$ cat src/rtl/mem_arbiter.sv
// mem_arbiter: shares one synchronous memory port between instruction fetch and
// load/store. Data-first priority, one grant per cycle, read responses routed
// back to their owner one cycle after the grant.
// Optional feature: define MEMARB_STARVE_GUARD_EN to force a fetch grant after
// MAX_WAIT consecutive denied fetch cycles.
module mem_arbiter #(
  parameter int unsigned ADDR_W   = 32,
  parameter int unsigned DATA_W   = 32,
  parameter int unsigned MEM_AW   = 12,
  parameter int unsigned MAX_WAIT = 4
) (
  input  logic              clk,
  input  logic              reset,
  // Instruction fetch requester
  input  logic              if_req,
  input  logic [ADDR_W-1:0] if_addr,
  output logic              if_gnt,
  output logic              if_rvalid,
  output logic [DATA_W-1:0] if_rdata,
  // Load/store requester
  input  logic              d_req,
  input  logic              d_we,
  input  logic [ADDR_W-1:0] d_addr,
  input  logic [DATA_W-1:0] d_wdata,
  output logic              d_gnt,
  output logic              d_rvalid,
  output logic [DATA_W-1:0] d_rdata,
  // Memory port
  output logic              mem_en,
  output logic              mem_we,
  output logic [MEM_AW-1:0] mem_addr,
  output logic [DATA_W-1:0] mem_wdata,
  input  logic [DATA_W-1:0] mem_rdata
);

  typedef enum logic [1:0] {OwnNone, OwnIf, OwnD} own_e;

  own_e rsp_own_q, rsp_own_d;
  logic force_if;

`ifdef MEMARB_STARVE_GUARD_EN
  localparam int unsigned WaitW = $clog2(MAX_WAIT + 1);

  logic [WaitW-1:0] wait_cnt_q;

  assign force_if = if_req && (wait_cnt_q == WaitW'(MAX_WAIT));

  // Count consecutive denied fetch cycles, saturating at MAX_WAIT.
  always_ff @(posedge clk or negedge reset) begin
    if (!reset) begin
      wait_cnt_q <= '0;
    end else if (if_gnt || !if_req) begin
      wait_cnt_q <= '0;
    end else if (wait_cnt_q != WaitW'(MAX_WAIT)) begin
      wait_cnt_q <= wait_cnt_q + WaitW'(1);
    end
  end
`else
  assign force_if = 1'b0;
`endif

  // Grant decode: data first unless the fetch is being forced; nothing during reset.
  always_comb begin
    d_gnt  = reset & d_req & ~force_if;
    if_gnt = reset & if_req & (~d_req | force_if);
  end

  // Steer the granted requester onto the memory port; all zero when idle.
  always_comb begin
    mem_en    = if_gnt | d_gnt;
    mem_we    = 1'b0;
    mem_addr  = '0;
    mem_wdata = '0;
    if (d_gnt) begin
      mem_we    = d_we;
      mem_addr  = d_addr[MEM_AW+1:2];
      mem_wdata = d_wdata;
    end else if (if_gnt) begin
      mem_addr  = if_addr[MEM_AW+1:2];
    end
  end

  // Next response owner: stores produce no response.
  always_comb begin
    rsp_own_d = OwnNone;
    if (if_gnt) begin
      rsp_own_d = OwnIf;
    end else if (d_gnt && !d_we) begin
      rsp_own_d = OwnD;
    end
  end

  // Response owner register; reset drops any outstanding read.
  always_ff @(posedge clk or negedge reset) begin
    if (!reset) begin
      rsp_own_q <= OwnNone;
    end else begin
      rsp_own_q <= rsp_own_d;
    end
  end

  // Read data passes straight through; the valid flags say who owns it.
  always_comb begin
    if_rvalid = (rsp_own_q == OwnIf);
    d_rvalid  = (rsp_own_q == OwnD);
    if_rdata  = mem_rdata;
    d_rdata   = mem_rdata;
  end

  // Byte-offset and wrap-around address bits are intentionally dropped.
  logic unused_addr_bits;
  assign unused_addr_bits = ^{if_addr[ADDR_W-1:MEM_AW+2], if_addr[1:0],
                              d_addr[ADDR_W-1:MEM_AW+2], d_addr[1:0]};

endmodule

$ cat config.mk
export PLATFORM = sky130hd
export DESIGN_NAME = mem_arbiter
export DESIGN_NICKNAME = d
export VERILOG_FILES = /design/src/rtl/mem_arbiter.sv
export SDC_FILE = /design/constraint.sdc
export NUM_CORES = 1
export LEC_CHECK = 0
export ABC_AREA = 0
export BUFFER_PORTS_ARGS = -buffer_cell sky130_fd_sc_hd__buf_2
export CORE_AREA = 3 3 95 97
export DETAILED_ROUTE_END_ITERATION = 8
export DIE_AREA = 0 0 98 100
export SETUP_SLACK_MARGIN = 0.3
export SLEW_MARGIN = 20
export SYNTH_ARGS = -nofsm -noshare
export SYNTH_HDL_FRONTEND = slang
export SYNTH_SLANG_ARGS = --single-unit
$ cat constraint.sdc
create_clock -name clk -period 0.8 [get_ports clk]
set_input_delay 0.04 -clock clk [delete_from_list [all_inputs] [get_ports clk]]
set_output_delay 0.04 -clock clk [all_outputs]
set_load 0.01 [all_outputs]
Word-level counts from Yosys, hierarchy flattened
Index checks and enable logic that the tools add are counted.

operators by class
  bitwise operators = 5
  multiplexer cells = 6
  reduce and logical (&&, ||, !) cells = 2
  equality and inequality tests = 2

operators by type and width
  cell                                                                    count
  32-bit two-way mux                                                      1
  12-bit two-way mux                                                      2
  2-bit two-way mux                                                       2
  1-bit bitwise AND                                                       3
  2-bit by 1-bit equality test with 1-bit output (second input constant)  1
  2-bit equality test (second input constant)                             1
  1-bit logical AND                                                       1
  1-bit zero test                                                         1
  1-bit two-way mux                                                       1
  1-bit NOT                                                               1
  1-bit bitwise OR                                                        1

storage, ports and cells
  word-level logic and storage cells = 16
  output and inout port bits = 114
  input bits = 133
  bits in registers = 2

Logic depth before layout (Yosys ltp)
Gate-level depths: netlist of run 1.

  depth in word-level cells = 4
  gate-level depth with buffers = 4
  gate-level depth less buffers = 2

Worst setup path after synthesis of run 1
No wires, ideal clock.

  kind = input to output
  start = in reset
  end = out mem_addr[10]
  cell stages on the path = 4
  data arrival time = 657 ps
  data required time = 760 ps
  buffers on the path = 2
  setup slack = 103 ps
  path through = and2_1 > buf_6 > buf_6 > a32o_1

between the ends
  elaborated cells on any way between the ends = 5
  those cells by class = mux: 2; bitwise: 3

RTL lines
  element             line  text
  start: declaration  13    input logic reset,
  1-bit bitwise AND   64    d_gnt = reset & d_req & ~force_if;
  via d_gnt           25    output logic d_gnt,
  12-bit two-way mux  74    if (d_gnt) begin
  end: declaration    31    output logic [MEM_AW-1:0] mem_addr,

The timed path passes the listed nets, and every way through them passes these cells.

Final worst setup path of run 1
  start = reg rsp_own_q[1]
  end = out d_rvalid

between the ends
  word-level cells in the longest chain between the ends = 1

RTL lines
  element                   line  text
  start: declaration        38    own_e rsp_own_q, rsp_own_d;
  start signal: assignment  96    rsp_own_q <= OwnNone;
  start signal: assignment  98    rsp_own_q <= rsp_own_d;
  2-bit equality test       105   d_rvalid = (rsp_own_q == OwnD);
  end: declaration          26    output logic d_rvalid,

No other way between the ends.

==> flow_metrics.py, run 1 <==
metrics = {
    "timing": {
        "hold_violations": 2,
        "slew_viol_final": 0,
        "finalWorstSetupSlack_ns": -0.108,
        "period_needed_ns": 0.908,
        "setup_viol": 30,
        "whs_ns": -0.0288,
        "fin_crit_sh_pct": 114,
        "rsz0062_at_grt": "yes",
        "fmax_mhz": 1100,
        "worstMarginPinSlew_ns": 0.256,
        "max_slew_margin_pct": 82.9,
        "fin_tns_setup_ns": -1.16,
    },
    "worst_setup_path": {
        "worst-path-max-fanout": 2,
        "crit_type": "reg -> out",
        "cp-startpoint": "rsp_own_q[1]",
        "start_kind": "flip-flop",
        "cp.arrival_ns": 0.87,
        "end_kind": "output pin",
        "worstPathRequired_ns": 0.76,
    },
    "cells_and_area": {
        "fill_cells": 807,
        "design_area_um2": 2220,
        "largest_reg_flops": 2,
        "layout_common_cells": "66 x buf_2, 54 x buf_6, 33 x and3_4, 11 x buf_16, 7 x a32o_1",
        "num-nets-final": 334,
        "post-route-util_pct": 27.0,
        "stdcell_count": 304,
        "diodes": 0,
        "top_register": "rsp_own_q",
        "synthToLayoutAreaGrowth_pct": 130,
        "top_regs": "rsp_own_q x2",
        "drive_gt1_share_pct": 94.5,
        "final_common_cell": "buf_2",
    },
    "floorplan": {
        "fp.coreArea_um2": 8220,
        "die_h_um": 100,
        "die_w_um": 98,
        "die_area_um2": 9800,
        "num_rows": 33,
        "ioPinCount": 247,
        "start_util_pct": 11.8,
    },
    "global_route": {
        "grt_pass1_vias": 1256,
        "gr-total-overflow": 0,
        "grt_antenna_before_repair": 0,
        "grt_pass1_wl_um": 6950,
        "grt_max_degree": 15,
        "track_usage_pct": 9.07,
    },
    "synth": {
        "synth_top_area_share_pct": 49.7,
        "yosysTopAreaCell": "buf_4",
        "ys_top_cells_by_area": "buf_4 50%, and3_1 21%, a32o_1 12%",
        "ys_types": 11,
        "synth_area_per_cell_um2": 7.55,
        "synthesis.nets": 261,
        "syn_inst": 128,
        "ys_ff_latch": 2,
        "syn_area_um2": 966,
        "yosys_warnings": 0,
        "yosysSeqAreaShare_pct": 5.18,
    },
    "detailed_routing": {
        "vias": 1172,
        "drcViolationCount": 0,
        "avgViaCountPerCell": 3.86,
        "routed_wl_um": 5220,
        "drtPass1Iterations": 4,
        "drtAntennaViolNets": 0,
        "wl_per_cell_um": 17.2,
        "drtIter0Drc": 16,
    },
    "clock_network": {
        "cts_tree": "built",
        "clk_pin_slew_ns": 0.03,
        "cts_sinks": 2,
        "htree_levels": 1,
        "clockBufferDepth": 2,
        "cts_buffers": 3,
        "cts-root-buf": "clkbuf_8",
    },
    "power_and_ir_drop": {
        "finalPower_uw": 1590,
        "ir_drop_uv": 264,
        "leakage_uw": 0.00110,
        "power.density_nw_per_um2": 715,
    },
    "run": {
        "cap_viol_max_count": 0,
    },
    "placement": {
        "place_inst": 271,
        "port_buffers": 110,
        "place_area_um2": 1150,
        "dp_hpwl_um": 3120,
        "gp_congestion": 0.787,
    },
    "hold_path": {
        "hold_class": "in -> async",
    },
    "status": {
        "violations": "hold timing, setup timing",
        "outcome": "complete, but fails checks",
    },
}
==> path summary, 6_finish.rpt <==
path,cells past startpoint,slack [ns],endpoint
max,2,-0.11,d_rvalid
min,4,-0.03,rsp_own_q[1]
max in group asynchronous,4,0.74,rsp_own_q[0]
min in group clk,0,0.08,d_rdata[10]
==> cell usage after synthesis (all sizes together) <==
cell	count
a32o	12
nor2b	3
and2	2
and2b	1
o21a	1
clkbuf	7
buf	67
and3	33
dfrtp	2
==> final cells by class <==
cell class | instances | area (µm²) | share of cell area [%]
clock buffer | 3 | 41.3 | 1.86
multi-input combinational | 53 | 581 | 26.1
sequential | 2 | 50.0 | 2.25
tap | 105 | 131 | 5.91
timing repair buffer | 141 | 1420 | 63.9
==> layer usage <==
metal	part of all wire (%)	wire [µm]	GRT usage [%]	vias up
met5	0	0	0	-
met4	2.6	138	3.41	0
met3	10	536	2.29	22
met2	55	2860	17.9	80
met1	32	1690	9.09	540
li1	-	-	-	530
==> kinds of logic (layout without fill, tap and decap cells) <==
kind of cell / after synthesis / after routing / share of synthesized area (%)
buffers and inverters: 74 / 144 / 56.0
AO/OA/AOI/OAI: 13 / 13 / 13.2
flip-flops: 2 / 2 / 5.18
AND/OR/NAND/NOR: 39 / 40 / 25.6
==> worst max-delay path, stage by stage (launching register included) <==
cell	delay, ns
dfrtp_1	0.39
nor2b_4	0.17
buf_6	0.10
==> power by group <==
group	total [µW]	switching [µW]	leakage [µW]	internal, µW
Combinational	1080	385	0.00105	699
Sequential	110	4.25	0.0000269	106
Clock	396	77.8	0.0000216	318
Total	1590	467	0.00110	1120
==> stage by stage <==
step	hold WS, ns	worst slack [ns]
floorplan	-0.256	0.116
global placement	0.0260	-0.0602
detailed placement	0.0414	-0.0723
CTS	-0.129	-0.111
global route	-0.0221	-0.123
finish	-0.0288	-0.108
==> timing repair <==
item | in CTS | in global routing
gates cloned | 11 | 1
endpoints found under the hold margin | 2 | 2
pin swaps | 28 | 20
setup buffers | 8 | 10
setup endpoints to repair | 51 | 51
gates resized for setup | 95 | 27
Power figures use the tool's default switching activity.
==> run 2: changes to the inputs <==
--- a/config.mk
+++ b/config.mk
@@ -7,9 +7,11 @@
 export LEC_CHECK = 0
 export ABC_AREA = 0
 export BUFFER_PORTS_ARGS = -buffer_cell sky130_fd_sc_hd__buf_2
-export CORE_AREA = 3 3 95 97
+export CORE_AREA = 10 10 87 89
 export DETAILED_ROUTE_END_ITERATION = 8
-export DIE_AREA = 0 0 98 100
+export DIE_AREA = 0 0 97 99
+export GPL_TIMING_DRIVEN = 0
+export PLACE_DENSITY = 0.68
 export SETUP_SLACK_MARGIN = 0.3
 export SLEW_MARGIN = 20
 export SYNTH_ARGS = -nofsm -noshare
==> run 2 against run 1 <==
The run ends with setup timing left. First-iteration DRC count grew 31%. Worst setup slack worse by 0.017 ns. Power increased by 19%. Die area decreased by 2.0%.
==> flow_metrics.py, run 2 (synthesis gave the netlist of run 1 again) <==
metrics = {
    "detailed_routing": {
        "drcViolationCount": 0,
        "drtAntennaViolNets": 0,
        "vias": 1607,
        "drtIter0Drc": 21,
        "avgViaCountPerCell": 4.05,
        "wl_per_cell_um": 16.3,
        "drtPass1Iterations": 4,
        "routed_wl_um": 6460,
    },
    "floorplan": {
        "die_area_um2": 9600,
        "die_h_um": 99,
        "ioPinCount": 247,
        "die_w_um": 97,
        "fp.coreArea_um2": 5850,
        "num_rows": 28,
        "start_util_pct": 16.5,
    },
    "hold_path": {
        "min_from": "d_we",
        "hold_class": "in -> reg",
    },
    "run": {
        "cap_viol_max_count": 0,
    },
    "global_route": {
        "grt_antenna_before_repair": 0,
        "track_usage_pct": 11.1,
        "grt_pass1_wl_um": 9110,
        "gr-total-overflow": 0,
        "grt_pass1_vias": 1837,
        "grt_max_degree": 11,
    },
    "worst_setup_path": {
        "worstPathRequired_ns": 0.76,
        "cp-startpoint": "reset",
        "start_kind": "input port",
        "crit_type": "in -> out",
        "worst-path-max-fanout": 6,
        "cp.arrival_ns": 0.89,
        "end_kind": "output pin",
    },
    "clock_network": {
        "cts_buffers": 3,
        "cts_sinks": 2,
        "cts_tree": "built",
        "clk_pin_slew_ns": 0.03,
        "htree_levels": 1,
        "clockBufferDepth": 2,
        "cts-root-buf": "clkbuf_8",
    },
    "timing": {
        "fmax_mhz": 1080,
        "rsz0062_at_grt": "yes",
        "fin_crit_sh_pct": 116,
        "setup_viol": 44,
        "max_slew_margin_pct": 89.0,
        "worstMarginPinSlew_ns": 0.165,
        "slew_viol_final": 0,
        "hold_violations": 0,
        "period_needed_ns": 0.925,
        "finalWorstSetupSlack_ns": -0.125,
        "whs_ns": 0.130,
    },
    "cells_and_area": {
        "top_regs": "rsp_own_q x2",
        "largest_reg_flops": 2,
        "final_common_cell": "buf_2",
        "synthToLayoutAreaGrowth_pct": 183,
        "stdcell_count": 397,
        "design_area_um2": 2730,
        "top_register": "rsp_own_q",
        "layout_common_cells": "132 x buf_2, 66 x buf_4, 51 x buf_6, 32 x and3_4, 8 x a32o_1",
        "diodes": 0,
        "num-nets-final": 457,
        "fill_cells": 538,
        "drive_gt1_share_pct": 95.7,
    },
    "placement": {
        "dp_hpwl_um": 4960,
        "dp_slack_ns": -0.228,
        "gp_congestion": 0.773,
        "place_inst": 377,
        "port_buffers": 174,
        "place_area_um2": 1960,
    },
    "power_and_ir_drop": {
        "finalPower_uw": 1890,
        "leakage_uw": 0.00155,
        "power.density_nw_per_um2": 692,
        "ir_drop_uv": 578,
    },
    "status": {
        "violations": "setup timing",
        "outcome": "complete, but fails checks",
    },
}
## run 2: cell types whose count changed in the layout (fill, tap and decap cells not counted), moves of 2 or more
| cell | delta |
|---|---|
| buf_4 | +65 |
| buf_8 | +3 |
| buf_2 | +66 |
| buf_16 | -11 |
| buf_6 | -3 |
| buf_12 | -2 |
| clkbuf_8 | +4 |
## run 2: through the flow
step	TNS (ns)	util, %
floorplan	0	-
global placement	-5.72	33.5
detailed placement	-6.38	33.5
CTS	-2.16	41.0
global route	-2.73	46.6
finish	-1.91	46.6
## run 2: worst max-delay path, stage by stage
cell	delay (ns)
buf_12	0.11
and2_4	0.15
buf_6	0.12
buf_6	0.12
a32o_1	0.20
buf_2	0.14
## run 2: area by class of cell
type	instances	area (µm²)	share of cell area, %
timing repair buffer	191	1370	50.2
buffer	74	608	22.3
multi-input combinational	52	566	20.7
tap	75	93.8	3.44
sequential	2	50.0	1.83
clock buffer	3	41.3	1.51
## run 2: final timing paths
path / cells past startpoint / end
worst min-delay path: 2 / rsp_own_q[1]
min in group asynchronous: 4 / rsp_own_q[1]
worst max-delay path: 6 / mem_addr[7]
max in group asynchronous: 4 / rsp_own_q[0]
## run 2: metal layers
metal	up-vias	GRT usage, %	wire length, µm	part of all wire (%)
li1	771	-	-	-
met1	725	10.1	2030	31
met3	4	5.80	763	12
met5	-	0	0	0
met4	0	1.02	34	0.53
met2	107	22.1	3640	56
## run 2: where the power goes
| part | internal [µW] | switching (µW) | total (µW) |
|---|---|---|---|
| Sequential | 106 | 4.20 | 110 |
| Clock | 317 | 70.1 | 387 |
| Combinational | 869 | 521 | 1390 |
| Total | 1290 | 596 | 1890 |
## run 2: repair_timing
| action | 4_1_cts | 5_1_grt |
|---|---|---|
| resized for setup | 64 | 59 |
| hold endpoints to repair | 2 | 0 |
| gates cloned | 5 | 1 |
| endpoints found under the setup margin | 52 | 52 |
| hold buffers | 1 | 0 |
| setup buffers | 8 | 2 |
| pin swaps | 10 | 20 |
